--- src/rtl/up_dn_sweep_ctrl.sv ---
// Sweeps an external 5-bit up/down counter between latched Top/Bottom limits for a set number of round trips.
// Strobes are gated by a prescaler tick; Abort drops all strobes in the cycle it is seen.
module up_dn_sweep_ctrl #(
    parameter int PRESCALE = 1,
    parameter int CYC_W    = 4
) (
    input  logic             CLK,
    input  logic             RST,
    input  logic             Start,
    input  logic             Abort,
    input  logic [4:0]       Start_Val,
    input  logic [4:0]       Top,
    input  logic [4:0]       Bottom,
    input  logic [CYC_W-1:0] Cycles,
    input  logic [4:0]       Counter,
    input  logic             High,
    input  logic             Low,
    output logic [4:0]       IN,
    output logic             Load,
    output logic             Up,
    output logic             Down,
    output logic             Busy,
    output logic             Done,
    output logic             Err,
    output logic [CYC_W-1:0] Trips
);

    typedef enum logic [2:0] {
        S_IDLE,
        S_LOAD,
        S_UP,
        S_DOWN,
        S_DONE
    } state_t;

    localparam logic [7:0] PS_MAX = 8'(PRESCALE - 1);

    state_t           state_q;
    logic [4:0]       sv_q;
    logic [4:0]       top_q;
    logic [4:0]       bot_q;
    logic [CYC_W-1:0] cyc_q;
    logic [CYC_W-1:0] trips_q;
    logic [CYC_W-1:0] trips_d;
    logic [7:0]       presc_q;
    logic [7:0]       presc_d;
    logic             err_q;
    logic             sweeping;
    logic             tick;

    assign sweeping = (state_q == S_UP) || (state_q == S_DOWN);
    assign tick     = sweeping && (presc_q == PS_MAX);
    assign presc_d  = (presc_q == PS_MAX) ? 8'd0 : presc_q + 8'd1;
    assign trips_d  = trips_q + 1'b1;

    always_ff @(posedge CLK or negedge RST) begin
        if (!RST) begin
            state_q <= S_IDLE;
            sv_q    <= '0;
            top_q   <= '0;
            bot_q   <= '0;
            cyc_q   <= '0;
            trips_q <= '0;
            presc_q <= '0;
            err_q   <= 1'b0;
        end else begin
            case (state_q)
                S_IDLE: begin
                    if (Start && !Abort) begin
                        if (Bottom <= Top) begin
                            sv_q    <= Start_Val;
                            top_q   <= Top;
                            bot_q   <= Bottom;
                            cyc_q   <= Cycles;
                            trips_q <= '0;
                            err_q   <= 1'b0;
                            state_q <= S_LOAD;
                        end else begin
                            err_q <= 1'b1;
                        end
                    end
                end
                S_LOAD: begin
                    presc_q <= '0;
                    state_q <= Abort ? S_IDLE : S_UP;
                end
                S_UP: begin
                    if (Abort) begin
                        state_q <= S_IDLE;
                    end else begin
                        presc_q <= presc_d;
                        if (Counter >= top_q)
                            state_q <= S_DOWN;
                    end
                end
                S_DOWN: begin
                    if (Abort) begin
                        state_q <= S_IDLE;
                    end else begin
                        presc_q <= presc_d;
                        if (Counter <= bot_q) begin
                            trips_q <= trips_d;
                            // Cycles of zero never matches, so the sweep runs until aborted
                            state_q <= ((cyc_q != '0) && (trips_d == cyc_q)) ? S_DONE : S_UP;
                        end
                    end
                end
                S_DONE:  state_q <= S_IDLE;
                default: state_q <= S_IDLE;
            endcase
        end
    end

    assign IN    = sv_q;
    assign Load  = (state_q == S_LOAD) && !Abort;
    assign Up    = (state_q == S_UP) && tick && (Counter < top_q) && !High && !Abort;
    assign Down  = (state_q == S_DOWN) && tick && (Counter > bot_q) && !Low && !Abort;
    assign Busy  = (state_q == S_LOAD) || sweeping;
    assign Done  = (state_q == S_DONE);
    assign Err   = err_q;
    assign Trips = trips_q;

endmodule

--- config.mk ---
export PLATFORM = sky130hd
export DESIGN_NAME = up_dn_sweep_ctrl
export DESIGN_NICKNAME = d
export VERILOG_FILES = /design/src/rtl/up_dn_sweep_ctrl.sv
export SDC_FILE = /design/constraint.sdc
export NUM_CORES = 1
export LEC_CHECK = 0
export ABC_AREA = 1
export CAP_MARGIN = 20
export CORE_MARGIN = 2
export CORE_UTILIZATION = 55
export DETAILED_ROUTE_END_ITERATION = 10
export HOLD_SLACK_MARGIN = 0.02
export PLACE_DENSITY = 0.93
export SETUP_SLACK_MARGIN = 0.05
export SYNTH_ARGS = -nofsm -noshare
export SYNTH_HDL_FRONTEND = slang
export SYNTH_SLANG_ARGS = --single-unit
--- constraint.sdc ---
create_clock -name CLK -period 3.4 [get_ports CLK]
set_input_delay 0.68 -clock CLK [delete_from_list [all_inputs] [get_ports CLK]]
set_output_delay 0.68 -clock CLK [all_outputs]
set_load 0.02 [all_outputs]
==> results of run 1 <==
==> state kept, by name, summed over array words and instances, names as in the netlist <==
signal	count
cyc_q	4
state_q	3
presc_q	8
top_q	5
Trips	4
IN	5
Err	1
bot_q	5
==> synthesized netlist by cell type (2+ instances only) <==
library cell | number | share of area [%]
inv_1 | 51 | 8.7
dfrtp_1 | 35 | 40
nor2_1 | 37 | 6.3
nand4_1 | 3 | 0.86
nand3_2 | 3 | 1.4
buf_6 | 3 | 1.5
nor2_2 | 2 | 0.57
o21ai_1 | 3 | 0.68
nand2_1 | 77 | 13
a31oi_1 | 2 | 0.57
o21ai_0 | 13 | 3.0
ha_1 | 18 | 10
a21oi_1 | 19 | 4.3
nor3_1 | 4 | 0.91
nand3_1 | 19 | 4.3
==> logic make-up (layout without fill, tap and decap cells) <==
logic type	Yosys count	in the layout	synth area share, %
buffers and inverters	56	107	10.7
XOR/XNOR	1	1	0.399
AND/OR/NAND/NOR	148	148	28.7
flip-flops	35	35	39.9
adder cells (fa/ha/maj)	18	18	10.3
AO/OA/AOI/OAI	40	40	9.98
==> cell usage in the layout, fill, tap and decap left out, types with 2 or more instances in the layout <==
cell             Yosys  layout
nand3_1             19      19
dfrtp_1             35      35
dlygate4sd2_1        0       2
o21ai_0             13      13
nor3_1               4       4
clkdlybuf4s50_1      0      42
a21oi_1             19      19
nand3_2              3       3
nand2_1             77      77
nand4_1              3       3
a31oi_1              2       2
ha_1                18      18
nor2_2               2       2
clkbuf_8             0       7
inv_1               51      51
o21ai_1              3       3
nor2_1              37      37
buf_4                0       3
==> power groups by stage <==
| stage | logic [W] | clock network (W) | registers (W) |
|---|---|---|---|
| detailed placement | 0.000737 | 0 | 0.000612 |
| global placement | 0.000702 | 0 | 0.000609 |
| floorplan | 0.000443 | 0 | 0.000644 |
| CTS | 0.000746 | 0.000336 | 0.000606 |
| global route | 0.000844 | 0.000351 | 0.000625 |
| finish | 0.000747 | 0.000336 | 0.000606 |
==> final timing paths <==
kind	endpoint	slack, ns	cells past startpoint
min	IN[3]$_DFFE_PN0P_	0.48	2
max	Down	0.22	9
min in group asynchronous	presc_q[1]$_DFFE_PN0P_	0.80	2
max reg2reg	bot_q[2]$_DFFE_PN0P_	1.49	6
min reg2reg	IN[3]$_DFFE_PN0P_	0.48	2
max in group asynchronous	cyc_q[2]$_DFFE_PN0P_	2.28	2
==> layer usage <==
metal  vias up  GRT usage (%)  part of all wire [%]
li1       1043              -                     -
met1       947           30.0                    43
met2        54           42.8                    49
met3        16           5.17                   5.3
met4         0           11.0                   2.8
met5         -              0                     0
==> worst register-to-register path: stages (launching register included) <==
cell and delay, ns:
dfrtp_1 0.42, inv_1 0.12, nand2_1 0.13, nor2_4 0.20, nand3_2 0.55, nor2_1 0.31
a21oi_1 0.06
==> area by class of cell <==
class | count | area (um2)
clock buffers | 8 | 100
flip-flops and latches | 35 | 876
multi-input cells | 207 | 1080
repair buffers | 47 | 460
fillers | 293 | 968
inverters | 52 | 196
well taps | 48 | 60.1
==> per-stage QoR <==
step / TNS [ns] / setup WS (ns) / area [um2] / cells
2_1_floorplan: 0 / 0.751 / 2190 / 298
3_3_place_gp: -0.0196 / -0.0196 / 2680 / 389
3_5_place_dp: -0.122 / -0.0635 / 2680 / 389
4_1_cts: 0 / 0.209 / 2780 / 397
5_1_grt: 0 / 0.0692 / 2780 / 397
6_report: 0 / 0.219 / 2780 / 397
==> run summary, run 1 <==
setup violators final: 0
RSZ-0062 raised after global routing: no
Min Hold Slack: 0.484 ns
DPL Wire Length: 3710 um
ys flop type: dfrtp_1
DRT iter0 DRCs: 185
# IOs: 45
Crit Path Category: in -> out
Cell variety after synth: 24
TritonCTS clock tree: done
Max VDD drop: 0.000450 V
sequential area share after synthesis: 39.9%
combinational share of power: 44.2%
vias per inst: 5.19
Die Area: 4510 um2
Post-synth EDFFs: 0
Reg power frac: 35.9%
Leakage Power: 1.43 nW
Tcrit/Tclk final: 93.6%
sw frac: 39.4%
Diodes inserted: 0
Synth Net Count: 346
Setup Skew: 0.00658 ns
Pre-antenna DRT Iters: 4
Post-CTS Hold Fix Bufs: 0
Worst Path Buf+Inv: 2
number of H-tree levels: 2
crit-path cells: clkdlybuf4s50_1 > ha_1 > nand2_1 > nor2_1 > nand2_1 > nand3_1 > nand3_1 > nor3_1 > dlygate4sd2_1
switching pwr: 0.000665 W
fmax: 314 MHz
CP max stage delay: 0.44 ns
drt wl/cell: 12.4 um
Core Region: 3740 um2
Routed Wire Length: 4940 um
Power per Cell Area: 608 nW/um2
worst hold path startpoint: IN[3]$_DFFE_PN0P_
CP startpoint: Counter[4]
maximum root-to-sink buffer count: 2
clock latency on the worst-skew pair: 0.29 ns
Critical Path Fanout Max: 3
post-layout util: 74.1%
Crit-path slowest cell: clkdlybuf4s50_1
CTS buffer count: 5
DIE HEIGHT: 67.2 um
total grt overflow: 0
Cells after Synth: 298
row count: 22
CTS clk-pin slew, worst paths: 0.06 ns
gr usage total: 24.9%
Clk pwr share: 19.9%
Antenna Nets Post-Route: 0
fin. max-slew vios: 0
vias in the first global route: 1974
class of the worst hold path: reg -> reg
antenna violations before repair: 0
syn_area_per_cell: 7.36 um2
crit path capture type: primary output
cell-internal power: 0.00102 W
DRC: 0
largest net degree at the start of global routing: 39
# Max-Cap Violations: 0
Slew HR: 55.8%
worst path required time: 2.72 ns
share of cells above drive strength 1: 5.44%
Die W: 67.2 um
Synth Register Bits: 35
reg2reg start: state_q[1]$_DFFE_PN0P_
critical path launch point type: input port
initial cell density of the core: 58.6%
# nets final: 396
post-CTS sizing: 2
first-pass GRT wire length: 8460 um
vias: 2060
CP arrival: 2.50 ns
Synth warnings: 0
Async SR Flop Fraction: 100%
Root Driver: clkbuf_8
final hold vios: 0
Power, Total: 0.00169 W
Tmin final: 3.18 ns
Mapped Area: 2190 um2
area grow syn2layout: 26.5%
critical path's top delay family: buffers and inverters
Port Buf Inserts: 44
status: finished, final reports clean
TritonCTS Sinks: 35
Placer Congestion: 0.853
postcts setup bufs: 0
Slew @ Worst Pin: 0.662 ns
Note: power is estimated with default switching activity, not from simulation.
==> run 2: changes to the inputs <==
- CAP_MARGIN: 20 -> 30
- CORE_UTILIZATION: 55 -> 57
- CTS_BUF_LIST: unset -> sky130_fd_sc_hd__clkbuf_8
- PLACE_DENSITY: 0.93 -> 0.95
==> run 2 against run 1 <==
Register-to-register slack gained 0.16 ns; worst hold slack better by 0.0015 ns; cell area increased by 1.4%; total power is 3.6% higher; global-route usage up 0.32 points; combinational power hardly changed; sequential power is 0.7% higher; clock skew fell by 0.00073 ns.
==> run summary, run 2 (same netlist as run 1, synthesis figures left out) <==
most common cell after layout, fill and taps aside: nand2_1
fin. max-slew vios: 0
setup violators final: 0
total grt overflow: 0
postcts setup bufs: 0
share of cells above drive strength 1: 6.53%
Diodes inserted: 0
Tmin final: 3.17 ns
Setup Skew: 0.00585 ns
Root Driver: clkbuf_8
Slew HR: 69.9%
worst path required time: 2.72 ns
DIE HEIGHT: 66.0 um
final hold vios: 0
Antenna Nets Post-Route: 0
DP Cell Count: 392
crit path capture type: primary output
CTS clk-pin slew, worst paths: 0.07 ns
CP arrival: 2.49 ns
most frequent cells in the layout: 77 x nand2_1, 51 x inv_1, 42 x clkdlybuf4s50_1, 37 x nor2_1, 35 x dfrtp_1
initial cell density of the core: 59.5%
cell-internal power: 0.00108 W
# Max-Cap Violations: 0
Routed Wire Length: 4930 um
Leakage Power: 1.45 nW
max reg flops: 8
Finished Layout Cells: 400
combinational share of power: 42.8%
Post-CTS Hold Fix Bufs: 0
# nets final: 399
Tcrit/Tclk final: 93.3%
Max VDD drop: 0.000613 V
post-place instance area: 2700 um2
Core Region: 3690 um2
largest net degree at the start of global routing: 39
maximum root-to-sink buffer count: 2
TritonCTS Sinks: 35
final design instance area without fill: 2820 um2
drt wl/cell: 12.3 um
Min Hold Slack: 0.486 ns
antenna violations before repair: 0
vias: 2077
# IOs: 45
Clk pwr share: 22.3%
number of H-tree levels: 2
Die W: 66.0 um
post-layout util: 76.3%
vias per inst: 5.19
Critical Path Fanout Max: 3
Die Area: 4360 um2
Slew @ Worst Pin: 0.452 ns
fmax: 315 MHz
Crit Path Category: in -> out
Pre-antenna DRT Iters: 5
DRC: 0
critical path launch point type: input port
class of the worst hold path: reg -> reg
DRT iter0 DRCs: 144
first-pass GRT wire length: 8320 um
TritonCTS clock tree: done
RSZ-0062 raised after global routing: no
area grow syn2layout: 28.4%
gr usage total: 25.2%
vias in the first global route: 1959
switching pwr: 0.000670 W
Power per Cell Area: 621 nW/um2
DPL Wire Length: 3700 um
status: finished, final reports clean
row count: 22
Port Buf Inserts: 44
Placer Congestion: 0.845
Reg power frac: 34.9%
sw frac: 38.3%
clock latency on the worst-skew pair: 0.29 ns
CTS buffer count: 5
Largest Register: presc_q
[run 2: cell types whose count changed in the layout (fill, tap and decap cells not counted), sizes merged]
| cell | before | now |
|---|---|---|
| clkinv | 1 | 2 |
| buf | 3 | 6 |
| dlygate4sd1 | 0 | 1 |
| dlygate4sd2 | 2 | 1 |
| bufinv | 0 | 1 |
| clkbuf | 8 | 6 |
[run 2: final timing paths]
| path | start | to | slack (ns) | depth (start not counted) |
|---|---|---|---|---|
| worst min register to register | IN[3]$_DFFE_PN0P_ | IN[3]$_DFFE_PN0P_ | 0.49 | 2 |
| worst max-delay path | Counter[4] | Up | 0.23 | 10 |
| worst max register to register | bot_q[2]$_DFFE_PN0P_ | Trips[2]$_DFFE_PN0P_ | 1.65 | 11 |
| min in group asynchronous | RST | IN[2]$_DFFE_PN0P_ | 0.82 | 2 |
| max in group asynchronous | RST | cyc_q[0]$_DFFE_PN0P_ | 2.27 | 2 |
| worst min-delay path | IN[3]$_DFFE_PN0P_ | IN[3]$_DFFE_PN0P_ | 0.49 | 2 |
[run 2: what timing repair did]
item	CTS	global route
gates cloned	0	0
gates resized for setup	2	2
setup endpoints to repair	2	1
[run 2: layer usage]
metal,wire length (um),vias up,GRT usage (%)
met5,0,-,0
met4,86,0,8.42
met3,226,10,6.30
met2,2530,54,44.9
met1,2090,965,29.4
li1,-,1048,-
[run 2: critical path, cell delays in order]
cell	delay, ns
clkdlybuf4s50_1	0.43
ha_1	0.32
nand2_1	0.12
inv_1	0.06
nand2_1	0.06
nand2_1	0.04
nor2_1	0.12
inv_1	0.05
nor4_1	0.23
dlygate4sd2_1	0.38
[run 2: metrics by stage]
stage / total power, W / setup slack (ns) / TNS [ns]
after floorplan: 0.00109 / 0.751 / 0
after global placement: 0.00131 / -0.0176 / -0.0244
after detailed placement: 0.00135 / -0.0654 / -0.104
after CTS: 0.00175 / 0.209 / 0
after global routing: 0.00188 / 0.0588 / 0
final: 0.00175 / 0.229 / 0
[run 2: layout make-up]
class,instances,area (um2)
repair buffers,50,483
flip-flops and latches,35,876
well taps,48,60.1
inverters,52,196
clock inverters,2,35.0
multi-input cells,207,1080
clock buffers,6,82.6
fillers,279,873
[run 2: power by group through the flow]
stage	clock (W)	combinational [W]	sequential (W)
after detailed placement	0	0.000738	0.000615
after global routing	0.000416	0.000836	0.000624
after global placement	0	0.000705	0.000609
final	0.000390	0.000749	0.000610
after CTS	0.000395	0.000748	0.000609
after floorplan	0	0.000443	0.000644
==> run 3: changes to the inputs <==
- CORE_UTILIZATION: 57 -> 55
- CTS_BUF_LIST: sky130_fd_sc_hd__clkbuf_8 -> sky130_fd_sc_hd__clkbuf_4 sky130_fd_sc_hd__clkbuf_8 sky130_fd_sc_hd__clkbuf_16
- PLACE_DENSITY: 0.95 -> 0.93
==> run 3 against run 2 <==
Total power is 3.1% lower; critical path depth down 1; final cell count shrank 0.75%; worst setup slack better by 0.012 ns; global-route usage down 0.42 points; critical endpoint is now Down; largest power group unchanged; highest routed layer unchanged.
==> run summary, run 3 (same netlist as run 1, synthesis figures left out) <==
largest net degree at the start of global routing: 39
TritonCTS Sinks: 35
Diodes inserted: 0
DRT iter0 DRCs: 158
Max VDD drop: 0.000450 V
CTS clk-pin slew, worst paths: 0.06 ns
Pre-antenna DRT Iters: 4
initial cell density of the core: 58.6%
status: finished, final reports clean
Core Region: 3740 um2
# nets final: 396
post-place instance area: 2680 um2
TritonCTS clock tree: done
clock latency on the worst-skew pair: 0.29 ns
CP arrival: 2.48 ns
Die Area: 4510 um2
Multi-input gate area: 1080 um2
final design instance area without fill: 2780 um2
Leakage Power: 1.43 nW
vias per inst: 5.18
post-CTS sizing: 2
# Max-Cap Violations: 0
CP startpoint: Counter[4]
met1 wire length: 2090 um
drt wl/cell: 12.4 um
Slew HR: 55.4%
critical path launch point type: input port
maximum root-to-sink buffer count: 2
Setup Skew: 0.00538 ns
number of H-tree levels: 2
Post-CTS Hold Fix Bufs: 0
DIE HEIGHT: 67.2 um
fin. max-slew vios: 0
total grt overflow: 0
Tcrit/Tclk final: 92.9%
crit path capture type: primary output
Critical Path Fanout Max: 3
class of the worst hold path: reg -> reg
Crit Path Category: in -> out
RSZ-0062 raised after global routing: no
first-pass GRT wire length: 8400 um
final hold vios: 0
Routed Wire Length: 4910 um
fmax: 317 MHz
DP Cell Count: 389
DRC: 0
Tmin final: 3.16 ns
setup violators final: 0
Placer Congestion: 0.853
Port Buf Inserts: 44
# fillers: 293
register area: 876 um2
Antenna Nets Post-Route: 0
most frequent cells in the layout: 77 x nand2_1, 51 x inv_1, 42 x clkdlybuf4s50_1, 37 x nor2_1, 35 x dfrtp_1
worst path required time: 2.72 ns
DPL Wire Length: 3710 um
area grow syn2layout: 26.7%
reg2reg end: bot_q[2]$_DFFE_PN0P_
Power per Cell Area: 610 nW/um2
Reg2Reg Setup Slack: 1.48 ns
most common cell after layout, fill and taps aside: nand2_1
Largest Register: presc_q
Finished Layout Cells: 397
metal2 WL: 2430 um
R2R depth: 6
reg2reg start: state_q[1]$_DFFE_PN0P_
Slew @ Worst Pin: 0.668 ns
max reg flops: 8
Die W: 67.2 um
antenna violations before repair: 0
Worst Setup EP: Down
highest metal used: met4
gr usage total: 24.8%
vias in the first global route: 1994
# IOs: 45
Root Driver: clkbuf_8
CTS buffer count: 5
share of cells above drive strength 1: 5.73%
met3 WL post-DR: 294 um
row count: 22
vias: 2058
postcts setup bufs: 0
[run 3: per-stage QoR]
| step | total power, W | hold slack (ns) | utilization, % | setup WS (ns) | setup TNS [ns] |
|---|---|---|---|---|---|
| after detailed placement | 0.00135 | 0.473 | 71.5 | -0.0635 | -0.122 |
| final | 0.00169 | 0.485 | 74.2 | 0.241 | 0 |
| after global placement | 0.00131 | 0.467 | 71.5 | -0.0196 | -0.0196 |
| after CTS | 0.00170 | 0.490 | 74.2 | 0.209 | 0 |
| after global routing | 0.00183 | 0.521 | 74.2 | 0.0692 | 0 |
| after floorplan | 0.00109 | 0.384 | - | 0.751 | 0 |
[run 3: worst max-delay path, stage by stage]
cell and delay, ns:
clkdlybuf4s50_1 0.44, ha_1 0.31, nand2_1 0.06, nor2_1 0.14, nand2_1 0.08, nand3_1 0.09, nand3_1 0.14, nor3_1 0.17
dlygate4sd2_1 0.36
[run 3: how the worst min path moves through the flow]
stage / startpoint / end / depth (start not counted)
2_1_floorplan: RST / Err$_DFFE_PN0P_ / 0
3_3_place_gp: IN[3]$_DFFE_PN0P_ / IN[3]$_DFFE_PN0P_ / 2
3_5_place_dp: IN[3]$_DFFE_PN0P_ / IN[3]$_DFFE_PN0P_ / 2
4_1_cts: IN[3]$_DFFE_PN0P_ / IN[3]$_DFFE_PN0P_ / 2
5_1_grt: top_q[4]$_DFFE_PN0P_ / top_q[4]$_DFFE_PN0P_ / 2
6_report: IN[3]$_DFFE_PN0P_ / IN[3]$_DFFE_PN0P_ / 2
[run 3: routing by layer]
metal	track usage [%]	up-vias
met3	4.67	13
met4	12.0	0
met5	0	-
met2	43.1	59
li1	-	1046
met1	29.3	940
[run 3: cell type report]
type / instances / area share, %
clock buffers: 8 / 3.74
inverters: 52 / 7.07
multi-input cells: 207 / 38.9
flip-flops and latches: 35 / 31.5
repair buffers: 47 / 16.6
well taps: 48 / 2.16
[run 3: report_power, final]
group	total (W)	switching [W]	internal (W)
Sequential	0.000605	0.0000664	0.000539
Combinational	0.000747	0.000448	0.000299
Clock	0.000342	0.000149	0.000193
